`src/rtl/mips_state_dump.sv`:
```
// ---------------------------------------------------------------------------
// mips_state_dump
//
// Post-run readout engine for the pipe_MIPS32 core. Once the core halts (or a
// host requests it with start) it reads the first NUM_REGS general registers
// and then MEM_COUNT data-memory words starting at MEM_BASE. Each word is
// streamed out on a valid/ready port together with a tag and an index.
//
// Ports
//   clk1        single clock, everything on the rising edge
//   reset       asynchronous, active-high reset
//   halted      core HALTED flag; its rising edge triggers a dump
//   start       one-cycle dump request, honoured in IDLE or DONE only
//   reg_addr    register-file read address (held between reads)
//   reg_rd      register read strobe, data returns on reg_rdata next cycle
//   reg_rdata   register read data
//   mem_addr    data-memory read address (held between reads)
//   mem_rd      memory read strobe, data returns on mem_rdata next cycle
//   mem_rdata   memory read data
//   out_valid   stream beat valid
//   out_ready   stream sink accepts the beat
//   out_data    word read from the core
//   out_tag     0 = register word, 1 = memory word
//   out_index   register number, or word offset from MEM_BASE
//   busy        a dump is in progress
//   done        the full dump has been delivered
// ---------------------------------------------------------------------------
module mips_state_dump #(
    parameter int NUM_REGS  = 6,
    parameter int MEM_AW    = 10,
    parameter int MEM_BASE  = 120,
    parameter int MEM_COUNT = 2
) (
    input  logic              clk1,
    input  logic              reset,
    input  logic              halted,
    input  logic              start,
    output logic [4:0]        reg_addr,
    output logic              reg_rd,
    input  logic [31:0]       reg_rdata,
    output logic [MEM_AW-1:0] mem_addr,
    output logic              mem_rd,
    input  logic [31:0]       mem_rdata,
    output logic              out_valid,
    input  logic              out_ready,
    output logic [31:0]       out_data,
    output logic              out_tag,
    output logic [7:0]        out_index,
    output logic              busy,
    output logic              done
);

    typedef enum logic [2:0] {
        S_IDLE,
        S_ISSUE,
        S_CAPTURE,
        S_SEND,
        S_DONE
    } state_t;

    localparam logic              PHASE_REG = 1'b0;
    localparam logic              PHASE_MEM = 1'b1;
    localparam logic [7:0]        LAST_REG  = 8'(NUM_REGS - 1);
    localparam logic [7:0]        LAST_MEM  = 8'(MEM_COUNT - 1);
    localparam bit                HAS_MEM   = (MEM_COUNT > 0);
    localparam logic [MEM_AW-1:0] BASE_ADDR = MEM_AW'(MEM_BASE);

    state_t             state_q, state_d;
    logic               phase_q, phase_d;
    logic [7:0]         idx_q, idx_d;
    logic               halted_q;
    logic               armed_q;
    logic [4:0]         reg_addr_q;
    logic [MEM_AW-1:0]  mem_addr_q;
    logic [31:0]        out_data_q;
    logic               out_tag_q;
    logic [7:0]         out_index_q;

    logic               haltRise;
    logic               haltFall;
    logic               trigger;
    logic [MEM_AW-1:0]  memAddrCalc;

    // armed_q masks edge detection for the first cycle after reset. Without
    // it, a core that is still halted when reset is released would look like
    // a fresh halt (halted_q restarts at 0) and launch an unwanted dump.
    assign haltRise = halted & ~halted_q & armed_q;
    assign haltFall = ~halted & halted_q;
    assign trigger  = haltRise | start;

    // Memory address arithmetic deliberately wraps modulo 2^MEM_AW.
    assign memAddrCalc = BASE_ADDR + MEM_AW'(idx_q);

    // State register plus the datapath registers that move with it. The
    // captured beat is only loaded in CAPTURE, which keeps it stable for the
    // whole of SEND regardless of out_ready.
    always_ff @(posedge clk1 or posedge reset) begin
        if (reset) begin
            state_q     <= S_IDLE;
            phase_q     <= PHASE_REG;
            idx_q       <= 8'd0;
            halted_q    <= 1'b0;
            armed_q     <= 1'b0;
            reg_addr_q  <= 5'd0;
            mem_addr_q  <= '0;
            out_data_q  <= 32'd0;
            out_tag_q   <= 1'b0;
            out_index_q <= 8'd0;
        end else begin
            state_q    <= state_d;
            phase_q    <= phase_d;
            idx_q      <= idx_d;
            halted_q   <= halted;
            armed_q    <= 1'b1;
            reg_addr_q <= reg_addr;
            mem_addr_q <= mem_addr;
            if (state_q == S_CAPTURE) begin
                out_data_q  <= (phase_q == PHASE_MEM) ? mem_rdata : reg_rdata;
                out_tag_q   <= phase_q;
                out_index_q <= idx_q;
            end
        end
    end

    // Next-state logic. Triggers only matter in IDLE and DONE, so a start
    // or halt edge during a dump is simply not looked at. A trigger in DONE
    // wins over a falling halted in the same cycle.
    always_comb begin
        state_d = state_q;
        phase_d = phase_q;
        idx_d   = idx_q;
        unique case (state_q)
            S_IDLE, S_DONE: begin
                if (trigger) begin
                    state_d = S_ISSUE;
                    phase_d = PHASE_REG;
                    idx_d   = 8'd0;
                end else if (state_q == S_DONE && haltFall) begin
                    state_d = S_IDLE;
                end
            end
            S_ISSUE: begin
                state_d = S_CAPTURE;
            end
            S_CAPTURE: begin
                state_d = S_SEND;
            end
            S_SEND: begin
                if (out_ready) begin
                    if (phase_q == PHASE_REG) begin
                        if (idx_q == LAST_REG) begin
                            if (HAS_MEM) begin
                                state_d = S_ISSUE;
                                phase_d = PHASE_MEM;
                                idx_d   = 8'd0;
                            end else begin
                                state_d = S_DONE;
                            end
                        end else begin
                            state_d = S_ISSUE;
                            idx_d   = idx_q + 8'd1;
                        end
                    end else begin
                        if (idx_q == LAST_MEM) begin
                            state_d = S_DONE;
                        end else begin
                            state_d = S_ISSUE;
                            idx_d   = idx_q + 8'd1;
                        end
                    end
                end
            end
            default: begin
                state_d = S_IDLE;
            end
        endcase
    end

    // Outputs are decoded from registered state only, so out_ready never
    // reaches an output combinationally. Read addresses follow the index
    // while their strobe is up and otherwise hold the last issued value.
    always_comb begin
        reg_rd    = (state_q == S_ISSUE) && (phase_q == PHASE_REG);
        mem_rd    = (state_q == S_ISSUE) && (phase_q == PHASE_MEM);
        reg_addr  = reg_rd ? idx_q[4:0] : reg_addr_q;
        mem_addr  = mem_rd ? memAddrCalc : mem_addr_q;
        out_valid = (state_q == S_SEND);
        busy      = (state_q == S_ISSUE) || (state_q == S_CAPTURE) ||
                    (state_q == S_SEND);
        done      = (state_q == S_DONE);
        out_data  = out_data_q;
        out_tag   = out_tag_q;
        out_index = out_index_q;
    end

endmodule

```
`config.mk`:
```
export PLATFORM = sky130hd
export DESIGN_NAME = mips_state_dump
export DESIGN_NICKNAME = d
export VERILOG_FILES = /design/src/rtl/mips_state_dump.sv
export SDC_FILE = /design/constraint.sdc
export NUM_CORES = 1
export LEC_CHECK = 0
export ABC_AREA = 1
export BUFFER_PORTS_ARGS = -buffer_cell sky130_fd_sc_hd__buf_2
export CAP_MARGIN = 20
export CORE_MARGIN = 4
export CORE_UTILIZATION = 50
export CTS_BUF_LIST = sky130_fd_sc_hd__clkbuf_2
export DETAILED_ROUTE_END_ITERATION = 8
export PLACE_DENSITY_LB_ADDON = 0.3
export SETUP_SLACK_MARGIN = 0.4
export SYNTH_ARGS = -nofsm -noshare
export SYNTH_HDL_FRONTEND = slang
export SYNTH_SLANG_ARGS = --single-unit
```
`constraint.sdc`:
```
create_clock -name clk1 -period 2.5 [get_ports clk1]
set_input_delay 0 -clock clk1 [delete_from_list [all_inputs] [get_ports clk1]]
set_output_delay 0 -clock clk1 [all_outputs]
set_load 0.02 [all_outputs]
```
==> flow_summary_export.csv <==
group,metric,value,unit
status,outcome,"finished, final reports clean",
timing,setup-tns-final,0,ns
layout,syn2layout_area_growth,49.33,%
clock_tree,clock_path_buffers,2,
global_routing,grt_pass1_vias,3610,
timing,final_hold_viol_count,0,
detailed_routing,ant_nets,0,
power_and_ir_drop,powerDensity,1017,mW/mm^2
timing,period_share,0.7999,
clock_tree,clock_sinks,70,
synthesis,synth_mux_area_frac,0,
synthesis,synthXorXnorAreaFrac,0.005354,
timing,setup_violations,0,
layout,final_cell_mix,"buf_2 (128), nand2_1 (116), dlygate4sd3_1 (68)",
die,core_area,0.006350,sq mm
setup_path,required,2.50,ns
setup_path,critPathKind,"reg -> out",
synthesis,synth_top_family_by_area,"simple AND/OR/NAND/NOR gates",
synthesis,synthAdderAreaFrac,0.01530,
synthesis,avgSynthCellArea,8.368,sq um
layout,stdcell_area,0.004886,sq mm
detailed_routing,routed_via_density,5.527,
placement,place_ws,0.7771,ns
layout,nets,665,
synthesis,ys_ff_latch,70,
global_routing,overflow,0,
layout,final_common_cell,"buf_2",
clock_tree,clock_latency,0.49,ns
timing,fmax,500.0,MHz
layout,nFillCells,404,
placement,portBuffers,129,
placement,post-place-cells,582,
synthesis,yosysSeqAreaShare,0.5354,
timing,rsz0062_at_grt,"false",
global_routing,grt_max_degree,61,
die,start_util,0.5153,
timing,layout_min_cycle_time,2.000,ns
timing,tightest_slew,0.5628,ns
timing,max_slew_margin,0.6248,
layout,n_antenna_cell,0,
clock_tree,cts_tree,"yes",
setup_path,end_kind,"output pin",
synthesis,synth_async_sr_flop_share,1.000,
synthesis,synth_area,0.003272,sq mm
die,placementRows,29,
synthesis,yosys.area_share.simple,0.2662,
die,die_w,88.90,microns
die,die_y,88.90,microns
detailed_routing,num_vias,3725,
power_and_ir_drop,p_leak,2.454,nW
hold_path,hold_class,"in -> async",
die,ios,130,
setup_path,cp.arrival,2.00,ns
synthesis,synth_area_leaders,"dfrtp_1 (54%), nand2_1 (13%), a31oi_1 (6.5%), nor2_1 (6.1%), o21ai_0 (3.2%)",
detailed_routing,drt_iter0_markers,258,
synthesis,synth_edf_count,0,
synthesis,synth_fp_nets,464,
clock_tree,clkSlewWorstSetupHoldPaths,0.20,ns
setup_path,critPathMaxStageDelay,0.48,ns
detailed_routing,wl,11660,microns
setup_path,path_cells,"clkinvlp_4, ha_1, xnor2_1, a21oi_1, buf_2",
setup_path,slowest_stage,"dfrtp_2",
detailed_routing,drc,0,
layout,drive_above_1_share,0.2998,
clock_tree,ctsHtreeMaxLevel,3,
synthesis,synthFlopType,"dfrtp_1",
synthesis,synthCells,391,
placement,dpl_cell_area,0.003961,sq mm
placement,gp_routability_congestion,0.8771,
die,die-area,0.007902,sq mm
job,maxCapViolations,0,
clock_tree,cts_made_buffers,9,
power_and_ir_drop,vdd_drop_max,0.0007523,V
timing,setup_ws,0.5002,ns
clock_tree,cts-root-buf,"clkbuf_2",
global_routing,antenna_found_initial,0,
timing,finalClockSkew,0.01588,ns
setup_path,path_max_fanout,7,
global_routing,grt_pass1_wl,17390,microns
synthesis,synth_compound_area_frac,0.1201,
synthesis,synth_top_area_share,0.5354,
synthesis,synth_warnings,0,
detailed_routing,first_pass_iters,5,
detailed_routing,post_drt_wl_per_cell,17.30,microns
synthesis,yosysTopAreaCell,"dfrtp_1",
global_routing,grt_usage,0.2901,
synthesis,synth.distinct_cells,27,
placement,hpwl,6414,microns
timing,worst_hold_slack,0.05325,ns
layout,fin_cells,674,
timing,maxSlewViolCount,0,
setup_path,crit_path_start_kind,"flip-flop",
registers in the layout, summed over array words and instances (netlist names):
register	count
reg_addr_q	5
phase_q	1
mem_addr_q	10
out_data	32
idx_q	8
out_tag	1
state_q	3
halted_q	1
armed_q	1
out_index	8
through the flow:
step | utilization | power (W)
detailed placement | 0.6238 | 0.003886
CTS | 0.7596 | 0.004827
global placement | 0.6238 | 0.003822
global route | 0.7695 | 0.005262
floorplan | - | 0.003212
finish | 0.7695 | 0.004971
where the power goes:
part | switching [W] | total [W] | internal, W | leakage [nW]
sequential | 0.000235 | 0.00176 | 0.00152 | 0.846
combinational | 0.00159 | 0.00238 | 0.000794 | 1.51
clock | 0.000407 | 0.000834 | 0.000427 | 0.0933
total | 0.00223 | 0.00497 | 0.00274 | 2.45
layout make-up:
class                           count  area [sq um]  area share
Sequential cell                    70          1757      0.3595
Timing Repair Buffer              210          1439      0.2945
Multi-Input combinational cell    278          1344      0.2750
Clock inverter                      7         112.6     0.02305
Tap cell                           77         96.34     0.01972
Inverter                           23         92.59     0.01895
Clock buffer                        9         45.04    0.009219
metal layers:
| metal | part of all wire | global-route usage |
|---|---|---|
| met1 | 0.34 | 0.3116 |
| met2 | 0.49 | 0.5061 |
| met3 | 0.11 | 0.07926 |
| met4 | 0.053 | 0.1772 |
| met5 | 0 | 0 |
kinds of logic after synthesis:
logic type	after synthesis
AO/OA/AOI/OAI	70
XOR/XNOR	2
adder cells (fa/ha/maj)	4
buffers and inverters	43
flip-flops	70
other	1
AND/OR/NAND/NOR	201
repair_timing:
action	in CTS	in global routing
cloned	0	0
setup endpoints to repair	14	15
hold buffers	68	0
gates resized for setup	3	9
hold endpoints to repair	88	0
pin swaps	1	0
setup buffers	1	7
worst paths after layout:
kind	startpoint	endpoint	slack, ns	cells after the start
worst min register to register	out_index[4]$_DFFE_PP0P_	out_index[4]$_DFFE_PP0P_	0.51	2
min in group clk1	halted	halted_q$_DFF_PP0_	0.19	2
max in group asynchronous	reset	state_q[0]$_DFFE_PP0P_	1.71	4
worst min-delay path	reset	mem_addr_q[2]$_DFF_PP0_	0.05	3
worst max-delay path	idx_q[3]$_DFFE_PP0P_	mem_addr[5]	0.50	5
worst max register to register	state_q[2]$_DFFE_PP0P_	out_data[10]$_DFFE_PP0P_	0.51	5
critical path, delay by kind of cell, from the launching register on:
family / cells / cell delay [ns]
xor+xnor: 1 / 0.16
fa+ha+maj: 1 / 0.29
compound gates: 1 / 0.19
buf+inv: 2 / 0.39
flops: 1 / 0.48
cell usage after synthesis, types with 2 or more instances:
master and number:
nand3_2 2, clkbuf_1 9, dfrtp_1 70, nor2_1 53
nor2_4 3, o21ai_0 21, nand4_1 4, buf_2 8
nand2_1 116, a21oi_1 14, a31oi_1 34, nand3_1 17
buf_4 3, ha_1 4, inv_1 17, inv_2 4
xnor2_1 2
No activity file was read; power rests on OpenSTA's default activity.
